`config.mk`:
```
export PLATFORM = sky130hd
export DESIGN_NAME = regfile_wb_arbiter
export DESIGN_NICKNAME = d
export VERILOG_FILES = /design/src/rtl/regfile_pkg.sv /design/src/rtl/regfile_wb_slot.sv /design/src/rtl/regfile_wb_arbiter.sv
export SDC_FILE = /design/constraint.sdc
export NUM_CORES = 1
export LEC_CHECK = 0
export CORE_AREA = 2 2 120 122
export CTS_CLUSTER_DIAMETER = 100
export DETAILED_ROUTE_END_ITERATION = 10
export DIE_AREA = 0 0 122 124
export DONT_BUFFER_PORTS = 1
export GPL_ROUTABILITY_DRIVEN = 0
export PLACE_DENSITY = 0.61
export SETUP_SLACK_MARGIN = 0.2
export SYNTH_ARGS = -nofsm -noshare
export SYNTH_HDL_FRONTEND = slang
export SYNTH_HIERARCHICAL = 1
export SYNTH_SLANG_ARGS = --single-unit
export TNS_END_PERCENT = 20
```
`constraint.sdc`:
```
create_clock -name clk -period 2.95 [get_ports clk]
set_clock_uncertainty 0.1 [all_clocks]
set_input_delay 0.59 -clock clk [delete_from_list [all_inputs] [get_ports clk]]
set_output_delay 0.59 -clock clk [all_outputs]
set_load 0.01 [all_outputs]
```
`src/rtl/regfile_pkg.sv`:
```
// Shared definitions for the register unit, its write-back arbiter and hazard logic.
// Provides register-file geometry, special register indices, the write-back
// requester enum and the request payload struct.
package regfile_pkg;

  localparam int ADDR_W = 5;
  localparam int DATA_W = 32;

  // x0 is hard-wired zero; x2 is the stack pointer, optionally read-only.
  localparam logic [4:0] REG_ZERO = 5'd0;
  localparam logic [4:0] REG_SP   = 5'd2;

  typedef enum logic {
    WB_ALU = 1'b0,
    WB_MEM = 1'b1
  } wb_req_e;

  typedef struct packed {
    logic [ADDR_W-1:0] rd;
    logic [DATA_W-1:0] data;
  } wb_req_t;

endpackage

```
`src/rtl/regfile_wb_slot.sv`:
```
// One-entry write-back holding slot with valid/ready handshake and dead-write filter.
// Ports: clk/rstn; requester side valid/ready/req_rd/req_data; arbiter side
//   grant in, full/hold_rd/hold_data/capture out (capture = new entry loaded this edge).
module wb_slot #(
  parameter int DATA_W     = 32,
  parameter int ADDR_W     = 5,
  parameter bit PROTECT_X2 = 1'b1
) (
  input  logic              clk,
  input  logic              rstn,
  input  logic              valid,
  output logic              ready,
  input  logic [ADDR_W-1:0] req_rd,
  input  logic [DATA_W-1:0] req_data,
  input  logic              grant,
  output logic              full,
  output logic [ADDR_W-1:0] hold_rd,
  output logic [DATA_W-1:0] hold_data,
  output logic              capture
);
  import regfile_pkg::REG_ZERO;
  import regfile_pkg::REG_SP;

  logic dead;

  // A slot being drained this cycle can take a new entry on the same edge.
  assign ready = !full || grant;

  // Dead writes complete the handshake but never occupy the slot.
  assign dead    = (req_rd == ADDR_W'(REG_ZERO)) ||
                   (PROTECT_X2 && (req_rd == ADDR_W'(REG_SP)));
  assign capture = valid && ready && !dead;

  always_ff @(posedge clk or negedge rstn) begin
    if (!rstn) begin
      full      <= 1'b0;
      hold_rd   <= '0;
      hold_data <= '0;
    end else if (capture) begin
      full      <= 1'b1;
      hold_rd   <= req_rd;
      hold_data <= req_data;
    end else if (grant) begin
      full      <= 1'b0;
    end
  end

endmodule

```
`src/rtl/regfile_wb_arbiter.sv`:
```
// Write-back arbiter: two holding slots (ALU, MEM) share the register unit write port.
// Ports: clk/rstn; alu_*/mem_* valid/ready producer handshakes; registered ru_wr/rd/data_wr;
//   busy_mask of pending destinations; saturating conflict_cnt of both-full cycles.
module regfile_wb_arbiter #(
  parameter int DATA_W     = 32,
  parameter int ADDR_W     = 5,
  parameter bit PROTECT_X2 = 1'b1
) (
  input  logic              clk,
  input  logic              rstn,
  input  logic              alu_valid,
  output logic              alu_ready,
  input  logic [ADDR_W-1:0] alu_rd,
  input  logic [DATA_W-1:0] alu_data,
  input  logic              mem_valid,
  output logic              mem_ready,
  input  logic [ADDR_W-1:0] mem_rd,
  input  logic [DATA_W-1:0] mem_data,
  output logic              ru_wr,
  output logic [ADDR_W-1:0] rd,
  output logic [DATA_W-1:0] data_wr,
  output logic [31:0]       busy_mask,
  output logic [15:0]       conflict_cnt
);
  import regfile_pkg::wb_req_e;
  import regfile_pkg::WB_ALU;
  import regfile_pkg::WB_MEM;

  logic              alu_full, mem_full;
  logic [ADDR_W-1:0] alu_hold_rd, mem_hold_rd;
  logic [DATA_W-1:0] alu_hold_data, mem_hold_data;
  logic              alu_cap, mem_cap;
  logic              grant_alu, grant_mem;
  logic              alu_full_nxt, mem_full_nxt;
  logic              age_alu, age_mem;
  logic              both_full;
  wb_req_e           last_grant;

  wb_slot #(.DATA_W(DATA_W), .ADDR_W(ADDR_W), .PROTECT_X2(PROTECT_X2)) u_alu_slot (
    .clk(clk), .rstn(rstn),
    .valid(alu_valid), .ready(alu_ready), .req_rd(alu_rd), .req_data(alu_data),
    .grant(grant_alu), .full(alu_full), .hold_rd(alu_hold_rd), .hold_data(alu_hold_data),
    .capture(alu_cap)
  );

  wb_slot #(.DATA_W(DATA_W), .ADDR_W(ADDR_W), .PROTECT_X2(PROTECT_X2)) u_mem_slot (
    .clk(clk), .rstn(rstn),
    .valid(mem_valid), .ready(mem_ready), .req_rd(mem_rd), .req_data(mem_data),
    .grant(grant_mem), .full(mem_full), .hold_rd(mem_hold_rd), .hold_data(mem_hold_data),
    .capture(mem_cap)
  );

  assign both_full = alu_full && mem_full;

  always_comb begin
    grant_alu = 1'b0;
    grant_mem = 1'b0;
    if (both_full) begin
      if (alu_hold_rd == mem_hold_rd) begin
        // Same destination: oldest first to keep write order; a tie goes to MEM.
        grant_alu = age_alu;
        grant_mem = !age_alu;
      end else if (last_grant == WB_MEM) begin
        grant_alu = 1'b1;
      end else begin
        grant_mem = 1'b1;
      end
    end else if (alu_full) begin
      grant_alu = 1'b1;
    end else if (mem_full) begin
      grant_mem = 1'b1;
    end
  end

  assign alu_full_nxt = alu_cap || (alu_full && !grant_alu);
  assign mem_full_nxt = mem_cap || (mem_full && !grant_mem);

  always_ff @(posedge clk or negedge rstn) begin
    if (!rstn) begin
      ru_wr        <= 1'b0;
      rd           <= '0;
      data_wr      <= '0;
      last_grant   <= WB_MEM;
      conflict_cnt <= '0;
      age_alu      <= 1'b0;
      age_mem      <= 1'b0;
    end else begin
      ru_wr <= grant_alu || grant_mem;
      if (grant_alu) begin
        rd         <= alu_hold_rd;
        data_wr    <= alu_hold_data;
        last_grant <= WB_ALU;
      end else if (grant_mem) begin
        rd         <= mem_hold_rd;
        data_wr    <= mem_hold_data;
        last_grant <= WB_MEM;
      end
      if (both_full && (conflict_cnt != 16'hFFFF)) begin
        conflict_cnt <= conflict_cnt + 16'd1;
      end
      // A slot is older when it keeps its entry while the other one loads a new one;
      // a fresh capture always makes a slot the younger (or tied) one.
      age_alu <= alu_full_nxt && mem_full_nxt && !alu_cap && (mem_cap || age_alu);
      age_mem <= alu_full_nxt && mem_full_nxt && !mem_cap && (alu_cap || age_mem);
    end
  end

  // Built from registered state only so hazard logic sees no input-to-output path.
  always_comb begin
    busy_mask = '0;
    if (alu_full) busy_mask = busy_mask | (32'd1 << alu_hold_rd);
    if (mem_full) busy_mask = busy_mask | (32'd1 << mem_hold_rd);
    if (ru_wr)    busy_mask = busy_mask | (32'd1 << rd);
  end

endmodule

```
==> flow_metrics.tcl, run 1 <==
set metrics [dict create \
    outcome "finished, violations left" \
    failed_checks "hold timing" \
    start_util_pct 49.8 \
    ant_nets 0 \
    areaGrowthSynthToFinish_pct 10.6 \
    die_w_um 122 \
    max_freq_mhz 364 \
    drv_slew 0 \
    die-area_mm2 0.0151 \
    wirelength_mm 17.9 \
    slowest_stage "dfrtp_1" \
    rows 43 \
    dp_cells 743 \
    fin_crit_ns 2.74 \
    synth_area_mm2 0.00684 \
    num_vias 4924 \
    synthFlopType "dfrtp_1" \
    drt_pass1_iterations 7 \
    antenna_found_initial 1 \
    synth_warnings 6 \
    worst_slack_ns 0.205 \
    cp.required_ns 2.26 \
    dieHeight_um 124 \
    cp_max_fo 8 \
    cts_tree "yes" \
    cts_buffers 17 \
    rsz0062_at_grt "yes" \
    overflow 0 \
    endpoint_kind "primary output" \
    fillCellCount 1175 \
    critical_path_arrival_ns 2.05 \
    maxCapViolations 0 \
    final.period_utilization_pct 93.0 \
    critPathMostFrequentCell "buf_4" \
    clockBufferDepth 2 \
    cpPeakStageDelay_ns 0.40 \
    async_flop_share_pct 100 \
    setup_violations 0 \
    cts-root-buf "clkbuf_16" \
    worst_slew_pin_slew_ns 0.556 \
    path_class "reg2out" \
    grt.total_usage_pct 24.5 \
    ys_types 57 \
    cp_cell_sequence "buf_4 > or2_2 > nor2_1 > nand3_1 > o311ai_0 > buf_4" \
    drt_iter0_markers 403 \
    hold_viol_final 132 \
    io_buffers 0 \
    cts.sinks 132 \
    htreeDepth 4 \
    dp_worst_setup_slack_ns 0.369 \
    fin_setup_tns_ns 0 \
    netlist_instances 585 \
    yosysSeqAreaShare_pct 48.3 \
    instances_no_fill 774 \
    vias_per_cell 6.36 \
    wl_per_cell_um 23.1 \
    worst_hold_slack_ns -0.239 \
    register_area_mm2 0.00331 \
    grt_pass1_vias 5051 \
    slew_headroom_pct 62.9 \
    coreArea_mm2 0.0137 \
    post_cts_buffers 0 \
    worst_ir_drop_vdd_mv 0.534 \
    worstSkewPairLatency_ns 0.42 \
    synth_edf_count 0 \
    multi_input_area_mm2 0.00322 \
    nets 661 \
    critPathLaunchType "flip-flop" \
    grt_max_degree 133 \
    avgSynthCellArea_um2 11.7 \
    place_hpwl_mm 11.5 \
    post-route-util_pct 55.1 \
    grt_pass1_wl_mm 28.2 \
    synthesis.nets 664 \
    hp-class "in2async" \
    ys_seq_elements 132 \
    r2r_cells 9 \
    io_pins 166 \
    drt_drc_violations_left 0 \
    leakage_uw 0.00321 \
    drive_above_1_share_pct 24.3 \
    power_per_cell_area_mw_per_mm2 1290 \
    clk_pin_slew_ns 0.06 \
]
worst max-delay path, delay by kind of cell, from the launching register on:
kind	cells	cell delay [ns]
buffers and inverters	2	0.36
flip-flops	1	0.40
AO/OA/AOI/OAI	1	0.11
AND/OR/NAND/NOR	3	0.77
cells by family after synthesis:
| group | Yosys count | synth area share (%) |
|---|---|---|
| adders and majority gates | 1 | 0.183 |
| muxes | 69 | 12.4 |
| buffers and inverters | 51 | 5.00 |
| AOI/OAI and AO/OA | 128 | 17.0 |
| and+or+nand+nor | 187 | 14.8 |
| DFF | 132 | 48.3 |
| xor gates and xnor gates | 17 | 2.29 |
cell usage in the layout, fill, tap and decap left out, types with 3 or more instances in the layout:
| cell type | synthesis | layout |
|---|---|---|
| a211o_1 | 36 | 36 |
| a21oi_1 | 6 | 6 |
| a22o_1 | 8 | 8 |
| a22oi_1 | 10 | 10 |
| a32oi_1 | 3 | 3 |
| and2_1 | 38 | 38 |
| buf_4 | 3 | 20 |
| bufinv_16 | 0 | 3 |
| clkbuf_16 | 0 | 17 |
| clkbuf_8 | 0 | 3 |
| clkinv_2 | 0 | 3 |
| dfrtp_1 | 131 | 130 |
| inv_1 | 6 | 6 |
| mux2_1 | 10 | 10 |
| mux2_2 | 38 | 38 |
| mux2_4 | 20 | 20 |
| nand2_1 | 55 | 55 |
| nand2b_1 | 6 | 6 |
| nand3_1 | 18 | 18 |
| nand3_2 | 3 | 3 |
| nand3b_1 | 6 | 6 |
| nand4_1 | 6 | 6 |
| nor2_1 | 20 | 19 |
| nor2b_1 | 7 | 7 |
| nor3_1 | 6 | 6 |
| nor3b_1 | 3 | 3 |
| o21ai_0 | 3 | 3 |
| o221a_1 | 18 | 18 |
| o221a_2 | 18 | 18 |
| o221ai_1 | 14 | 14 |
| or2_2 | 3 | 3 |
| xnor2_1 | 10 | 10 |
| xor2_1 | 6 | 6 |
synthesized netlist by cell type (all sizes together) (7+ instances only):
cell type | n | area share [%]
o221ai | 14 | 1.8
a211o | 36 | 4.6
a22oi | 10 | 1.1
nand2 | 55 | 3.0
clkbuf | 19 | 1.0
o221a | 36 | 5.9
nor2b | 7 | 0.64
buf | 25 | 3.6
nor2 | 20 | 1.1
dfrtp | 131 | 48
mux2 | 68 | 12
xnor2 | 11 | 1.5
and2 | 39 | 3.6
nand3 | 21 | 1.8
a22o | 8 | 1.0
routing by layer:
| metal | vias up | routed length (um) | part of all wire, % | GRT usage (%) |
|---|---|---|---|---|
| li1 | 2179 | - | - | - |
| met1 | 2515 | 7400 | 41 | 31.2 |
| met2 | 203 | 8650 | 48 | 39.4 |
| met3 | 27 | 1580 | 8.8 | 8.65 |
| met4 | 0 | 253 | 1.4 | 7.69 |
| met5 | - | 0 | 0 | 0 |
timing repair:
item | CTS | global route
hold endpoints to repair | 132 | 132
endpoints found under the setup margin | 18 | 42
gates resized for setup | 2 | 5
pin swaps | 0 | 0
layout make-up:
class                           count  area share (%)
Antenna cell                        1          0.0331
Clock buffer                       21            6.22
Clock inverter                      9            1.70
Inverter                            7           0.348
Multi-Input combinational cell    402            42.5
Sequential cell                   132            43.7
Tap cell                          180            2.98
Timing Repair Buffer               22            2.45
path summary, 6_finish.rpt:
check	from	slack [ns]	end
setup / recovery	u_mem_slot/hold_rd[4]	0.21	busy_mask[13]
hold / removal	rstn	-0.24	u_alu_slot/hold_data[28]
setup reg to reg	u_alu_slot/hold_rd[4]	0.36	u_alu_slot/hold_data[5]
hold reg to reg	u_mem_slot/hold_data[21]	0.40	u_mem_slot/hold_data[21]
max in group asynchronous	rstn	2.72	u_mem_slot/full
min in group clk	mem_data[25]	0.20	u_mem_slot/hold_data[25]
power breakdown:
part	leakage, uW	switching, uW	total, uW	internal, uW
clock network	0.000291	773	2160	1380
logic	0.00136	2080	3960	1880
registers	0.00156	917	3620	2700
state kept, by name, summed over array words and instances (netlist names):
name,cells
rd,5
u_mem_slot/full,1
age_alu,1
conflict_cnt,16
last_grant,1
u_alu_slot/full,1
u_mem_slot/hold_data,32
u_alu_slot/hold_rd,5
u_mem_slot/hold_rd,5
ru_wr,1
u_alu_slot/hold_data,32
data_wr,32
per-stage QoR:
step	cell area (um2)	hold slack [ns]	total power (uW)
4_1_cts	7540	-0.249	9720
2_1_floorplan	6840	0.194	6650
5_1_grt	7560	-0.257	10300
6_report	7560	-0.239	9730
3_3_place_gp	6930	0.199	7400
3_5_place_dp	6930	0.200	7530
Note: power is estimated with default switching activity, not from simulation.
==> run 2: changes to the inputs <==
--- a/config.mk
+++ b/config.mk
@@ -6,6 +6,7 @@
 export NUM_CORES = 1
 export LEC_CHECK = 0
 export CORE_AREA = 2 2 120 122
+export CTS_BUF_LIST = sky130_fd_sc_hd__clkbuf_2
 export CTS_CLUSTER_DIAMETER = 100
 export DETAILED_ROUTE_END_ITERATION = 10
 export DIE_AREA = 0 0 122 124
@@ -17,4 +18,3 @@
 export SYNTH_HDL_FRONTEND = slang
 export SYNTH_HIERARCHICAL = 1
 export SYNTH_SLANG_ARGS = --single-unit
-export TNS_END_PERCENT = 20
==> run 2 against run 1 <==
The flow still finishes with violations (hold timing). Total power rose by 5.8%. First-iteration DRC count is 23% higher. Final cell count rose by 17%. Die area did not move. Routed wire length grew 16%. Maximum frequency decreased by 4.1%. Non-clock buffer count grew 135. Register-to-register slack better by 0.08 ns. Sequential power is essentially flat. Design area rose by 20%. Critical path type unchanged.
==> flow_metrics.tcl, run 2 (synthesis results as in run 1) <==
set metrics [dict create \
    outcome "finished, violations left" \
    failed_checks "hold timing" \
    cts_tree "yes" \
    cts.sinks 132 \
    ant_nets 0 \
    areaGrowthSynthToFinish_pct 32.9 \
    slew_headroom_pct 62.5 \
    overflow 0 \
    drive_above_1_share_pct 38.7 \
    hold_viol_final 132 \
    place_hpwl_mm 11.5 \
    drv_slew 0 \
    critPathLaunchType "flip-flop" \
    max_freq_mhz 349 \
    rows 43 \
    cts_buffers 17 \
    worstSkewPairLatency_ns 0.67 \
    nets 796 \
    final_common_cell "dfrtp_1" \
    antenna_found_initial 0 \
    power_per_cell_area_mw_per_mm2 1130 \
    path_class "reg2out" \
    cts-root-buf "clkbuf_2" \
    ctsHoldBuffers 78 \
    worst_slew_pin_slew_ns 0.563 \
    fillCellCount 1025 \
    rsz0062_at_grt "yes" \
    io_pins 166 \
    instances_no_fill 909 \
    worst_ir_drop_vdd_mv 0.513 \
    dpl_cell_area_mm2 0.00693 \
    vias_per_cell 6.26 \
    reg2reg_slack_ns 0.44 \
    drt_iter0_markers 497 \
    leakage_uw 0.00384 \
    die-area_mm2 0.0151 \
    start_util_pct 49.8 \
    drt_pass1_iterations 5 \
    grt_max_degree 133 \
    io_buffers 0 \
    final.period_utilization_pct 97.0 \
    num_vias 5686 \
    rr_startpoint "u_alu_slot/hold_rd[3]" \
    wirelength_mm 20.7 \
    drt_drc_violations_left 0 \
    fin_setup_tns_ns 0 \
    worstSetupStartpoint "u_alu_slot/hold_rd[3]" \
    wl_per_cell_um 22.8 \
    clockBufferDepth 2 \
    dieHeight_um 124 \
    endpoint_kind "primary output" \
    cp_max_fo 4 \
    final_cell_mix "dfrtp_1 (122), dlygate4sd3_1 (78), buf_4 (57)" \
    fin_area_mm2 0.00909 \
    maxCapViolations 0 \
    worst_hold_slack_ns -0.516 \
    fin_crit_ns 2.86 \
    grt_pass1_wl_mm 30.6 \
    clk_pin_slew_ns 0.19 \
    critical_path_arrival_ns 2.17 \
    htreeDepth 4 \
    coreArea_mm2 0.0137 \
    cp.required_ns 2.26 \
    setup_violations 0 \
    hp-class "in2async" \
    dp_cells 743 \
    grt.total_usage_pct 26.5 \
    reg_top3 "data_wr x32, u_alu_slot/hold_data x32, u_mem_slot/hold_data x32" \
    grt_pass1_vias 5606 \
    die_w_um 122 \
]
## run 2: cell types whose count changed in the layout (fill, tap and decap cells not counted), moves of 12 or more
cell           change
buf_4             +37
nand2_1           -13
clkbuf_16         -17
buf_6             +12
dlygate4sd3_1     +78
o221ai_1          -14
clkbuf_2          +20
## run 2: cell type report
| class | instances | area (um2) | share of cell area (%) |
|---|---|---|---|
| clock buffer | 18 | 90.1 | 0.991 |
| clock inverter | 12 | 140 | 1.54 |
| tap | 180 | 225 | 2.48 |
| inverter | 7 | 31.3 | 0.344 |
| multi-input combinational | 402 | 3740 | 41.2 |
| timing repair buffer | 157 | 1540 | 16.9 |
| antenna | 1 | 2.50 | 0.0275 |
| sequential | 132 | 3320 | 36.5 |
## run 2: power breakdown
| group | leakage, uW | internal (uW) | switching (uW) |
|---|---|---|---|
| clock network | 0.000138 | 454 | 652 |
| logic | 0.00215 | 2780 | 2760 |
| registers | 0.00155 | 2690 | 956 |
## run 2: final timing paths
check | end | cells after the start
worst max-delay path | mem_ready | 6
worst min-delay path | data_wr[28] | 0
worst max register to register | u_alu_slot/hold_data[4] | 9
worst min register to register | u_mem_slot/hold_data[23] | 1
max in group asynchronous | u_mem_slot/full | 0
min in group clk | u_alu_slot/hold_rd[0] | 2
## run 2: what timing repair did
item,in CTS,in global routing
hold endpoints to repair,208,132
resized for setup,84,65
gates cloned,2,0
setup endpoints to repair,34,34
pin swaps,18,38
setup buffers,17,38
## run 2: routing by layer
| layer | GRT usage [%] | vias up | wire (um) |
|---|---|---|---|
| met5 | 0 | - | 0 |
| met4 | 9.20 | 0 | 484 |
| met3 | 7.14 | 55 | 1540 |
| met2 | 43.3 | 238 | 10400 |
| met1 | 34.1 | 2932 | 8360 |
| li1 | - | 2461 | - |
## run 2: through the flow
stage,worst slack (ns),utilization (%),power [uW]
after floorplan,0.295,-,6650
after global placement,0.405,50.5,7400
after detailed placement,0.369,50.5,7530
after CTS,0.0850,61.9,9440
after global routing,-0.0687,66.2,10900
final,0.0875,66.2,10300
## run 2: critical path: stages (launching register included)
cell      delay, ns
dfrtp_1        0.46
xnor2_2        0.21
nand3_2        0.14
o211ai_1       0.32
nand3_2        0.13
inv_2          0.08
nand2b_4       0.16
